### src/rtl/serial_adder_pkg.sv
// serial_adder_pkg: FSM state encoding and counter sizing shared by the serial adder.
package serial_adder_pkg;
   typedef enum logic [1:0] {IDLE = 2'd0, RUN = 2'd1, DONE = 2'd2} state_e;
   function automatic int cnt_width(input int w);
      return $clog2(w) + 1;
   endfunction
endpackage

### src/rtl/full_adder.sv
// full_adder: one-bit full adder cell.
module full_adder (
   input  logic a,
   input  logic b,
   input  logic carry_in,
   output logic sum,
   output logic carry_out
);
   assign sum       = a ^ b ^ carry_in;
   assign carry_out = (a & b) | (carry_in & (a ^ b));
endmodule

### src/rtl/serial_adder.sv
// serial_adder: bit-serial LSB-first adder, one bit per cycle, valid/ready on both sides.
module serial_adder
   import serial_adder_pkg::*;
#(
   parameter int WIDTH = 8
) (
   input  logic             clk,
   input  logic             rst_n,
   input  logic             in_valid,
   output logic             in_ready,
   input  logic [WIDTH-1:0] a,
   input  logic [WIDTH-1:0] b,
   input  logic             carry_in,
   output logic             out_valid,
   input  logic             out_ready,
   output logic [WIDTH-1:0] sum,
   output logic             carry_out,
   output logic             busy
);
   localparam int CW = cnt_width(WIDTH);
   state_e state_q, state_d;
   logic [WIDTH-1:0] a_q, a_d, b_q, b_d, sum_q, sum_d;
   logic c_q, c_d, fa_s, fa_c;
   logic [CW-1:0] cnt_q, cnt_d;
   full_adder u_fa (
      .a        (a_q[0]),
      .b        (b_q[0]),
      .carry_in (c_q),
      .sum      (fa_s),
      .carry_out(fa_c)
   );
   always_comb begin
      state_d = state_q;
      a_d     = a_q;
      b_d     = b_q;
      c_d     = c_q;
      sum_d   = sum_q;
      cnt_d   = cnt_q;
      case (state_q)
         IDLE: if (in_valid) begin
            a_d     = a;
            b_d     = b;
            c_d     = carry_in;
            cnt_d   = '0;
            state_d = RUN;
         end
         RUN: begin
            a_d     = a_q >> 1;
            b_d     = b_q >> 1;
            c_d     = fa_c;
            sum_d   = (sum_q >> 1) | (WIDTH'(fa_s) << (WIDTH - 1));
            cnt_d   = cnt_q + CW'(1);
            state_d = (cnt_q == CW'(WIDTH - 1)) ? DONE : RUN;
         end
         DONE:    state_d = out_ready ? IDLE : DONE;
         default: state_d = IDLE;
      endcase
   end
   always_ff @(posedge clk or negedge rst_n) begin
      if (!rst_n) begin
         state_q <= IDLE;
         a_q     <= '0;
         b_q     <= '0;
         c_q     <= 1'b0;
         sum_q   <= '0;
         cnt_q   <= '0;
      end else begin
         state_q <= state_d;
         a_q     <= a_d;
         b_q     <= b_d;
         c_q     <= c_d;
         sum_q   <= sum_d;
         cnt_q   <= cnt_d;
      end
   end
   assign in_ready  = state_q == IDLE;
   assign out_valid = state_q == DONE;
   assign busy      = state_q == RUN;
   assign sum       = sum_q;
   assign carry_out = c_q;
endmodule

### config.mk
export PLATFORM = sky130hd
export DESIGN_NAME = serial_adder
export DESIGN_NICKNAME = d
export VERILOG_FILES = /design/src/rtl/serial_adder_pkg.sv /design/src/rtl/full_adder.sv /design/src/rtl/serial_adder.sv
export SDC_FILE = /design/constraint.sdc
export NUM_CORES = 1
export LEC_CHECK = 0
export BUFFER_PORTS_ARGS = -buffer_cell sky130_fd_sc_hd__buf_2
export CAP_MARGIN = 40
export CORE_ASPECT_RATIO = 1.4
export CORE_MARGIN = 1.5
export CORE_UTILIZATION = 50
export CTS_CLUSTER_SIZE = 20
export DETAILED_ROUTE_END_ITERATION = 16
export PLACE_DENSITY_LB_ADDON = 0.12
export SYNTH_ARGS = -nofsm -noshare
export SYNTH_HDL_FRONTEND = slang
export SYNTH_SLANG_ARGS = --single-unit
### constraint.sdc
create_clock -name clk -period 1.3 [get_ports clk]
set_input_delay 0.195 -clock clk [delete_from_list [all_inputs] [get_ports clk]]
set_output_delay 0.195 -clock clk [all_outputs]
set_load 0.03 [all_outputs]
==> results.md, run 1 <==
- Outcome: finished clean
- Die area: 0.00334 mm^2
- Synth Warn #: 0
- Layout cells sized above 1: 32.5%
- Max Clk Rate: 791 MHz
- Antenna-violating nets left: 0
- Top_reg_cell synth: dfrtp_1
- Synth area leader: dfrtp_1
- Number of global-route vias before repair: 1220
- Register area: 778 um^2
- Die width: 49.3 um
- Drt via density: 5.41
- Synth top cells by count: nand2_1, dfrtp_1, a21oi_1, o21ai_1, a22oi_1
- First-pass GRT wire length: 5730 um
- Die height: 67.8 um
- Period utilization: 97.2%
- Synth Instances: 153
- Drt pass-1 iters: 4
- Post-synth EDFFs: 0
- Synth top area cells: dfrtp_1, nand2_1, a22oi_1
- Root Driver: clkbuf_8
- Largest net degree at the start of global routing: 32
- Util after Layout: 68.1%
- PortBufs: 32
- Crit. Startpoint: state_q[0]$_DFFE_PN0P_
- Area of the multi-input gates: 689 um^2
- Pins over their slew limit: 0
- DRC: 0
- Sw Ratio: 38.4%
- Layout Cells excl Fill: 237
- Worst-case clock buffer depth: 2
- Final wirelength: 3390 um
- Worst-path fanout max: 6
- Synth unique cells: 26
- GP Congestion: 0.756
- Yosys reg bits: 31
- Critical path arrival: 1.07 ns
- Fin area: 0.00194 mm^2
- Max_slew headroom: 73.9%
- Fin worst setup slack: 0.0364 ns
- Ys async rst share: 100%
- Fin crit period: 1.26 ns
- CP required: 1.11 ns
- Max cap viols: 0
- Static leakage: 0.959 nW
- Placed Area: 0.00171 mm^2
- CTS tree: built
- Setup TNS: 0 ns
- Internal power: 2.76 mW
- Worst-margin pin slew: 0.392 ns
- Post-Synthesis Net Count: 176
- Endpoints failing hold: 0
- DP Cell Count: 221
- Inserted Clock Buffers: 5
- Worst skew pair latency: 0.28 ns
- Clock network power share: 21.5%
- 1st-iter DRT viols: 37
- Initial antenna violation count: 0
- Initial Util: 52.7%
- Critical path startpoint category: register
- # rows: 23
- Clk slew on worst S/H paths: 0.07 ns
- Core area: 0.00285 mm^2
- Hold WC Path Type: in -> reg
- Final HPWL DP: 2310 um
- RR Startpoint: state_q[0]$_DFFE_PN0P_
- Combinational fraction of design power: 41.0%
- Clock skew: 0.00686 ns
- Seq/Total Area, Yosys: 51.7%
- Area delta synth->final: 29.3%
- Seq pwr share: 37.5%
- Avg Synthesized Cell Area: 9.81 um^2
- Place WS: -0.0242 ns
- Top-count cell post-synth: nand2_1
- Routed WL per cell: 14.3 um
- Crit path kind: reg -> out
- PD cells: 2310 mW/mm^2
- H-tree levels: 2
- FILL cells: 231
- Number of clock sinks: 31
- Hold_sp: b[4]
- Total gr overflow: 0
- IO Pins: 33
- Vias: 1282
- Final setup vio count: 0
- Nets: 222
- Synthesized area: 0.00150 mm^2
- VDD IR max: 0.00120 V
- Share of the synthesized area in the top cell type: 51.7%
- Crit path capture type: primary output
- P_sw: 1.72 mW
- All-layer global routing usage: 23.1%
- N_diodes: 0
- Unrepaired setup endpoints after global routing: yes
## power groups by stage
stage,logic [mW],registers [mW],clock network (mW)
after floorplan,1.04,1.84,0
after detailed placement,1.68,1.69,0
after CTS,1.78,1.68,0.997
after global routing,2.05,1.75,1.04
final,1.84,1.68,0.965
after global placement,1.62,1.67,0
## sequential cells by signal, indices dropped and copies added, names as in the netlist
signal / cells
state_q: 2
b_q: 8
carry_out: 1
cnt_q: 4
sum: 8
a_q: 8
## final timing paths
kind	to	slack, ns	cells after the start
worst max-delay path	out_valid	0.04	2
worst min-delay path	b_q[4]$_DFFE_PN0P_	0.18	3
worst max register to register	a_q[2]$_DFFE_PN0P_	0.08	5
worst min register to register	sum[0]$_DFFE_PN0N_	0.48	2
max in group asynchronous	state_q[1]$_DFFE_PN0P_	0.53	3
min in group asynchronous	b_q[3]$_DFFE_PN0P_	0.46	3
## cells by family after synthesis
kind of cell             count (synthesis)  share of synthesized area, %
flip-flops                              31                          51.7
multiplexers                             1                         0.667
buffers and inverters                   11                          4.75
adder cells (fa/ha/maj)                  2                          2.17
AND/OR/NAND/NOR                         55                          18.3
AO/OA/AOI/OAI                           53                          22.4
## worst max-delay path, cell delays in order, from the launching register on
cell and delay, ns:
dfrtp_2 0.49, nor2b_4 0.16, buf_6 0.14
## what timing repair did
item	4_1_cts	5_1_grt
endpoints found under the hold margin	31	0
buffers inserted	4	2
gates cloned	0	1
hold buffers	1	0
resized for setup	9	6
endpoints found under the setup margin	4	11
## layout make-up
class,instances,area share (%)
flip-flops and latches,31,40.1
repair buffers,47,15.4
clock buffers,6,4.26
inverters,2,0.516
clock inverters,2,1.81
well taps,37,2.39
multi-input cells,112,35.5
## per-layer routing
layer / vias to the layer above / routed length [um] / part of all wire [%] / GRT usage, %
met2: 31 / 1750 / 52 / 38.7
met3: 6 / 146 / 4.3 / 5.02
met5: - / 0 / 0 / 0
li1: 621 / - / - / -
met1: 624 / 1440 / 42 / 28.9
met4: 0 / 60 / 1.8 / 10.7
## placed cells by master (no fill, tap or decap), types with 4 or more instances in the layout
cell	n
a21oi_1	15
and2b_1	9
nand2_1	32
buf_6	4
o21ai_1	15
dfrtp_1	29
clkbuf_8	6
buf_2	29
nor2b_1	6
buf_4	13
a22oi_1	14
## per-stage QoR
stage / hold WS (ns) / total power, mW
5_1_grt: 0.189 / 4.84
3_3_place_gp: 0.233 / 3.29
2_1_floorplan: -0.101 / 2.88
3_5_place_dp: 0.237 / 3.37
4_1_cts: 0.177 / 4.46
6_report: 0.182 / 4.49
Power figures use the tool's default switching activity.
==> run 2, diff against run 1 <==
- CORE_MARGIN: 1.5 -> default
==> run 2 against run 1 <==
The flow now finishes with violations (negative setup slack). Combinational power increased by 5%. Core utilization up 0.40 points. Non-clock buffer count stayed put. Global-route usage grew 1.7 points. Clock power fell by 14%. Critical endpoint unchanged. Largest cell class unchanged.
==> results.md, run 2 (synthesis results as in run 1) <==
- Slowest cell on the critical path: dfrtp_2
- Clock skew: 0.00524 ns
- Total gr overflow: 0
- Max_slew headroom: 73.4%
- Static leakage: 0.965 nW
- Max cap viols: 0
- Fin area: 0.00195 mm^2
- GP Congestion: 0.736
- Crit. Startpoint: state_q[0]$_DFFE_PN0P_
- Crit path depth: 3
- Initial Util: 52.7%
- Core area: 0.00285 mm^2
- Critical path startpoint category: register
- Crit path kind: reg -> out
- Number of clock sinks: 31
- Clk slew on worst S/H paths: 0.07 ns
- Root Driver: clkbuf_8
- Fin worst setup slack: -0.0154 ns
- Worst-path fanout max: 7
- Die width: 48.3 um
- Final setup vio count: 2
- Crit path capture type: primary output
- Drt pass-1 iters: 4
- Vias: 1267
- Period utilization: 101%
- # rows: 23
- R2r setup slk: 0.07 ns
- Final wirelength: 3430 um
- FILL cells: 209
- Util after Layout: 68.5%
- Commonest cells after routing, fill and taps aside: nand2_1, buf_2, dfrtp_1, a21oi_1, o21ai_1
- Die height: 66.8 um
- Final HPWL DP: 2250 um
- First-pass GRT wire length: 5510 um
- DRC: 0
- Worst-path cell chain: buf_12, nor2b_4, buf_6
- Pins over their slew limit: 0
- Die area: 0.00323 mm^2
- PD cells: 2280 mW/mm^2
- CTS tree: built
- Top delay family on crit path: flip-flops
- Worst-margin pin slew: 0.400 ns
- Nets: 221
- Hold WC Path Type: in -> reg
- Largest stage delay on the critical path: 0.44 ns
- Routed WL per cell: 14.5 um
- Max Clk Rate: 760 MHz
- All-layer global routing usage: 24.9%
- CP required: 1.11 ns
- Worst r2r path cells: 3
- Commonest non-fill, non-tap cell in the layout: nand2_1
- Largest net degree at the start of global routing: 32
- Placed Area: 0.00171 mm^2
- Inserted Clock Buffers: 5
- Drt via density: 5.37
- RR Startpoint: carry_out$_DFFE_PN0P_
- Unrepaired setup endpoints after global routing: yes
- H-tree levels: 2
- Violated checks: negative setup slack
- Worst-case clock buffer depth: 2
- Worst skew pair latency: 0.28 ns
- Outcome: finished, violations left
- Endpoints failing hold: 0
- N_diodes: 0
- Initial antenna violation count: 0
- Buf/Inv on CP: 2
- IO Pins: 33
- Antenna-violating nets left: 0
- Final hold slack: 0.179 ns
- 1st-iter DRT viols: 29
- Number of global-route vias before repair: 1266
- CP Capture Point: out_valid
- Layout cells sized above 1: 33.2%
- Critical path arrival: 1.12 ns
- PortBufs: 32
- Fin crit period: 1.32 ns
- Critical R2R Capture: carry_out$_DFFE_PN0P_
- Area delta synth->final: 30.0%
- VDD IR max: 0.00132 V
run 2: changes by cell type in the layout (fill, tap and decap cells not counted), sizes merged:
cell / before / now
and2b: 11 / 10
buf: 46 / 45
bufbuf: 0 / 1
bufinv: 1 / 0
clkbuf: 6 / 8
clkinv: 1 / 0
run 2: metrics by stage:
stage          cells  setup TNS [ns]  power [mW]  setup WS, ns
5_1_grt          236         -0.0941        4.77       -0.0514
4_1_cts          236        -0.00648        4.43      -0.00590
2_1_floorplan    153               0        2.88       0.00552
3_3_place_gp     220               0        3.30         0.137
3_5_place_dp     220               0        3.39        0.0687
6_report         236         -0.0220        4.45       -0.0154
run 2: repair_timing:
item                                    CTS  global route
endpoints found under the hold margin    31             0
pin swaps                                 0             0
buffers inserted                          6             0
endpoints found under the setup margin    3             7
gates cloned                              1             0
gates resized for setup                  10             6
hold buffers                              1             0
run 2: how the worst min path moves through the flow:
stage | startpoint | to | slack (ns) | depth (start not counted)
3_3_place_gp | rst_n | cnt_q[2]$_DFFE_PN0P_ | 0.23 | 2
2_1_floorplan | rst_n | a_q[0]$_DFFE_PN0P_ | -0.10 | 0
6_report | b[5] | b_q[5]$_DFFE_PN0P_ | 0.18 | 3
3_5_place_dp | rst_n | cnt_q[2]$_DFFE_PN0P_ | 0.24 | 2
4_1_cts | b[6] | b_q[6]$_DFFE_PN0P_ | 0.18 | 3
5_1_grt | a[3] | a_q[3]$_DFFE_PN0P_ | 0.19 | 3
run 2: tightest hold or removal path, delay by kind of cell:
family | cells | cell delay, ns
buffers and inverters | 1 | 0.08
AOI/OAI and AO/OA | 2 | 0.15
run 2: where the power goes:
group / internal, mW / switching, mW / leakage (nW) / total [mW]
registers: 1.35 / 0.332 / 0.399 / 1.68
logic: 0.872 / 1.06 / 0.515 / 1.94
clock network: 0.483 / 0.346 / 0.0515 / 0.828
run 2: metal layers:
metal | up-vias | part of all wire [%] | global-route usage, %
met4 | 0 | 2.5 | 11.5
met2 | 31 | 54 | 42.2
met5 | - | 0 | 0
li1 | 622 | - | -
met3 | 9 | 3.1 | 5.15
met1 | 605 | 40 | 28.2
run 2: cell type report:
type,count,area [um^2],area share [%]
Tap cell,37,46.3,2.37
Sequential cell,31,779,40.0
Clock buffer,8,100,5.13
Timing Repair Buffer,47,339,17.4
Multi-Input combinational cell,111,676,34.6
Inverter,2,10.0,0.513
==> run 3, diff against run 2 <==
- CORE_MARGIN: default -> 10
==> run 3 against run 2 <==
The run still ends with negative setup slack left. Total power increased by 4.2%. Sequential share of layout area decreased by 0.57 points. Highest routed layer unchanged. Flip-flop and latch count unchanged. First-iteration DRC count increased by 83%.
==> results.md, run 3 (synthesis results as in run 1) <==
- GP Congestion: 0.760
- Clock skew: 0.00624 ns
- Final hold slack: 0.172 ns
- N_diodes: 0
- Worst-path cell chain: buf_12, nor2b_4, buf_6
- PortBufs: 32
- Critical path arrival: 1.17 ns
- Combinational fraction of design power: 42.4%
- Slowest cell on the critical path: dfrtp_2
- CP required: 1.11 ns
- H-tree levels: 2
- Commonest non-fill, non-tap cell in the layout: nand2_1
- Setup TNS: -0.102 ns
- Max_slew headroom: 73.8%
- # rows: 23
- R2r setup slk: 0.03 ns
- Buf/Inv on CP: 2
- Die area: 0.00562 mm^2
- Pwr Total: 4.63 mW
- Initial Util: 52.1%
- DRC: 0
- VDD IR max: 0.00133 V
- PD cells: 2350 mW/mm^2
- CTS tree: built
- 1st-iter DRT viols: 53
- Hold Crit Endpoint: b_q[7]$_DFFE_PN0P_
- Clock network power share: 21.2%
- Seq pwr share: 36.3%
- P_sw: 1.81 mW
- Critical R2R Capture: b_q[1]$_DFFE_PN0P_
- Antenna-violating nets left: 0
- IO Pins: 33
- Fin worst setup slack: -0.0619 ns
- Static leakage: 0.970 nW
- Top delay family on crit path: flip-flops
- Drt via density: 5.47
- Nets: 222
- First-pass GRT wire length: 6340 um
- Final setup vio count: 2
- Final HPWL DP: 2610 um
- Max Clk Rate: 734 MHz
- Place WS: 0.0186 ns
- Final wirelength: 3890 um
- Critical path startpoint category: register
- Max cap viols: 0
- Routed WL per cell: 16.4 um
- Number of clock sinks: 31
- Crit path kind: reg -> out
- Inserted Clock Buffers: 5
- Pins over their slew limit: 0
- Vias: 1296
- RR Startpoint: state_q[0]$_DFFE_PN0P_
- Layout cells sized above 1: 34.5%
- Placed Area: 0.00172 mm^2
- Fin crit period: 1.36 ns
- Period utilization: 105%
- Violated checks: negative setup slack
- Initial antenna violation count: 0
- Fin area: 0.00198 mm^2
- Worst-margin pin slew: 0.394 ns
- Number of global-route vias before repair: 1322
- Worst-case clock buffer depth: 2
- Internal power: 2.82 mW
- Endpoints failing hold: 0
- Drt pass-1 iters: 4
- Total gr overflow: 0
- Hold_sp: b[7]
- Worst-path fanout max: 3
- Die height: 84.8 um
- Core area: 0.00288 mm^2
- Hold depth: 3
- Largest stage delay on the critical path: 0.47 ns
- Root Driver: clkbuf_8
- Clk slew on worst S/H paths: 0.07 ns
- Worst skew pair latency: 0.28 ns
- Die width: 66.3 um
- Area delta synth->final: 31.7%
- Sw Ratio: 39.1%
- Largest net degree at the start of global routing: 32
- All-layer global routing usage: 14.1%
- Unrepaired setup endpoints after global routing: yes
- Worst r2r path cells: 5
- Outcome: finished, violations left
- Crit path capture type: primary output
- Hold WC Path Type: in -> reg
- Commonest cells after routing, fill and taps aside: nand2_1, dfrtp_1, buf_2, o21ai_1, a21oi_1
run 3: how the worst max path moves through the flow:
stage / from / to / slack, ns / depth (start not counted)
6_report: state_q[0]$_DFFE_PN0P_ / out_valid / -0.06 / 3
5_1_grt: state_q[0]$_DFFE_PN0P_ / out_valid / -0.08 / 3
4_1_cts: state_q[0]$_DFFE_PN0P_ / out_valid / -0.05 / 3
3_5_place_dp: state_q[1]$_DFFE_PN0P_ / carry_out$_DFFE_PN0P_ / 0.02 / 5
3_3_place_gp: state_q[1]$_DFFE_PN0P_ / a_q[2]$_DFFE_PN0P_ / 0.08 / 5
2_1_floorplan: carry_out$_DFFE_PN0P_ / carry_out$_DFFE_PN0P_ / 0.006 / 3
run 3: repair_timing:
item / 4_1_cts / 5_1_grt
setup buffers: 6 / 0
hold endpoints to repair: 31 / 0
resized for setup: 13 / 6
pin swaps: 0 / 2
hold buffers: 1 / 0
endpoints found under the setup margin: 3 / 18
gates cloned: 0 / 1
run 3: layout make-up:
| cell class | count | area [um^2] |
|---|---|---|
| Timing Repair Buffer | 47 | 323 |
| Tap cell | 37 | 46.3 |
| Sequential cell | 31 | 778 |
| Clock inverter | 2 | 35.0 |
| Inverter | 2 | 10.0 |
| Fill cell | 231 | 902 |
| Multi-Input combinational cell | 112 | 701 |
| Clock buffer | 6 | 82.6 |
run 3: metal layers:
metal	track usage [%]	routed length, um	up-vias
met4	3.44	39	0
met1	16.7	1560	640
met5	0	0	-
li1	-	-	625
met2	23.8	2090	26
met3	4.34	191	5
run 3: power groups by stage:
stage | Sequential (mW) | Combinational, mW | Clock [mW]
2_1_floorplan | 1.84 | 1.04 | 0
3_3_place_gp | 1.66 | 1.67 | 0
3_5_place_dp | 1.69 | 1.72 | 0
4_1_cts | 1.67 | 1.92 | 0.998
5_1_grt | 1.74 | 2.18 | 1.02
6_report | 1.68 | 1.97 | 0.983
run 3: worst register-to-register path: stages (launching register included):
cell,delay [ns]
dfrtp_2,0.45
buf_12,0.14
buf_12,0.10
and2b_2,0.24
a22oi_2,0.14
o21ai_1,0.08
run 3: per-stage QoR:
| stage | util, % | instances |
|---|---|---|
| floorplan | - | 153 |
| global placement | 59.8 | 221 |
| detailed placement | 59.8 | 221 |
| CTS | 67.8 | 236 |
| global route | 68.7 | 237 |
| finish | 68.7 | 237 |
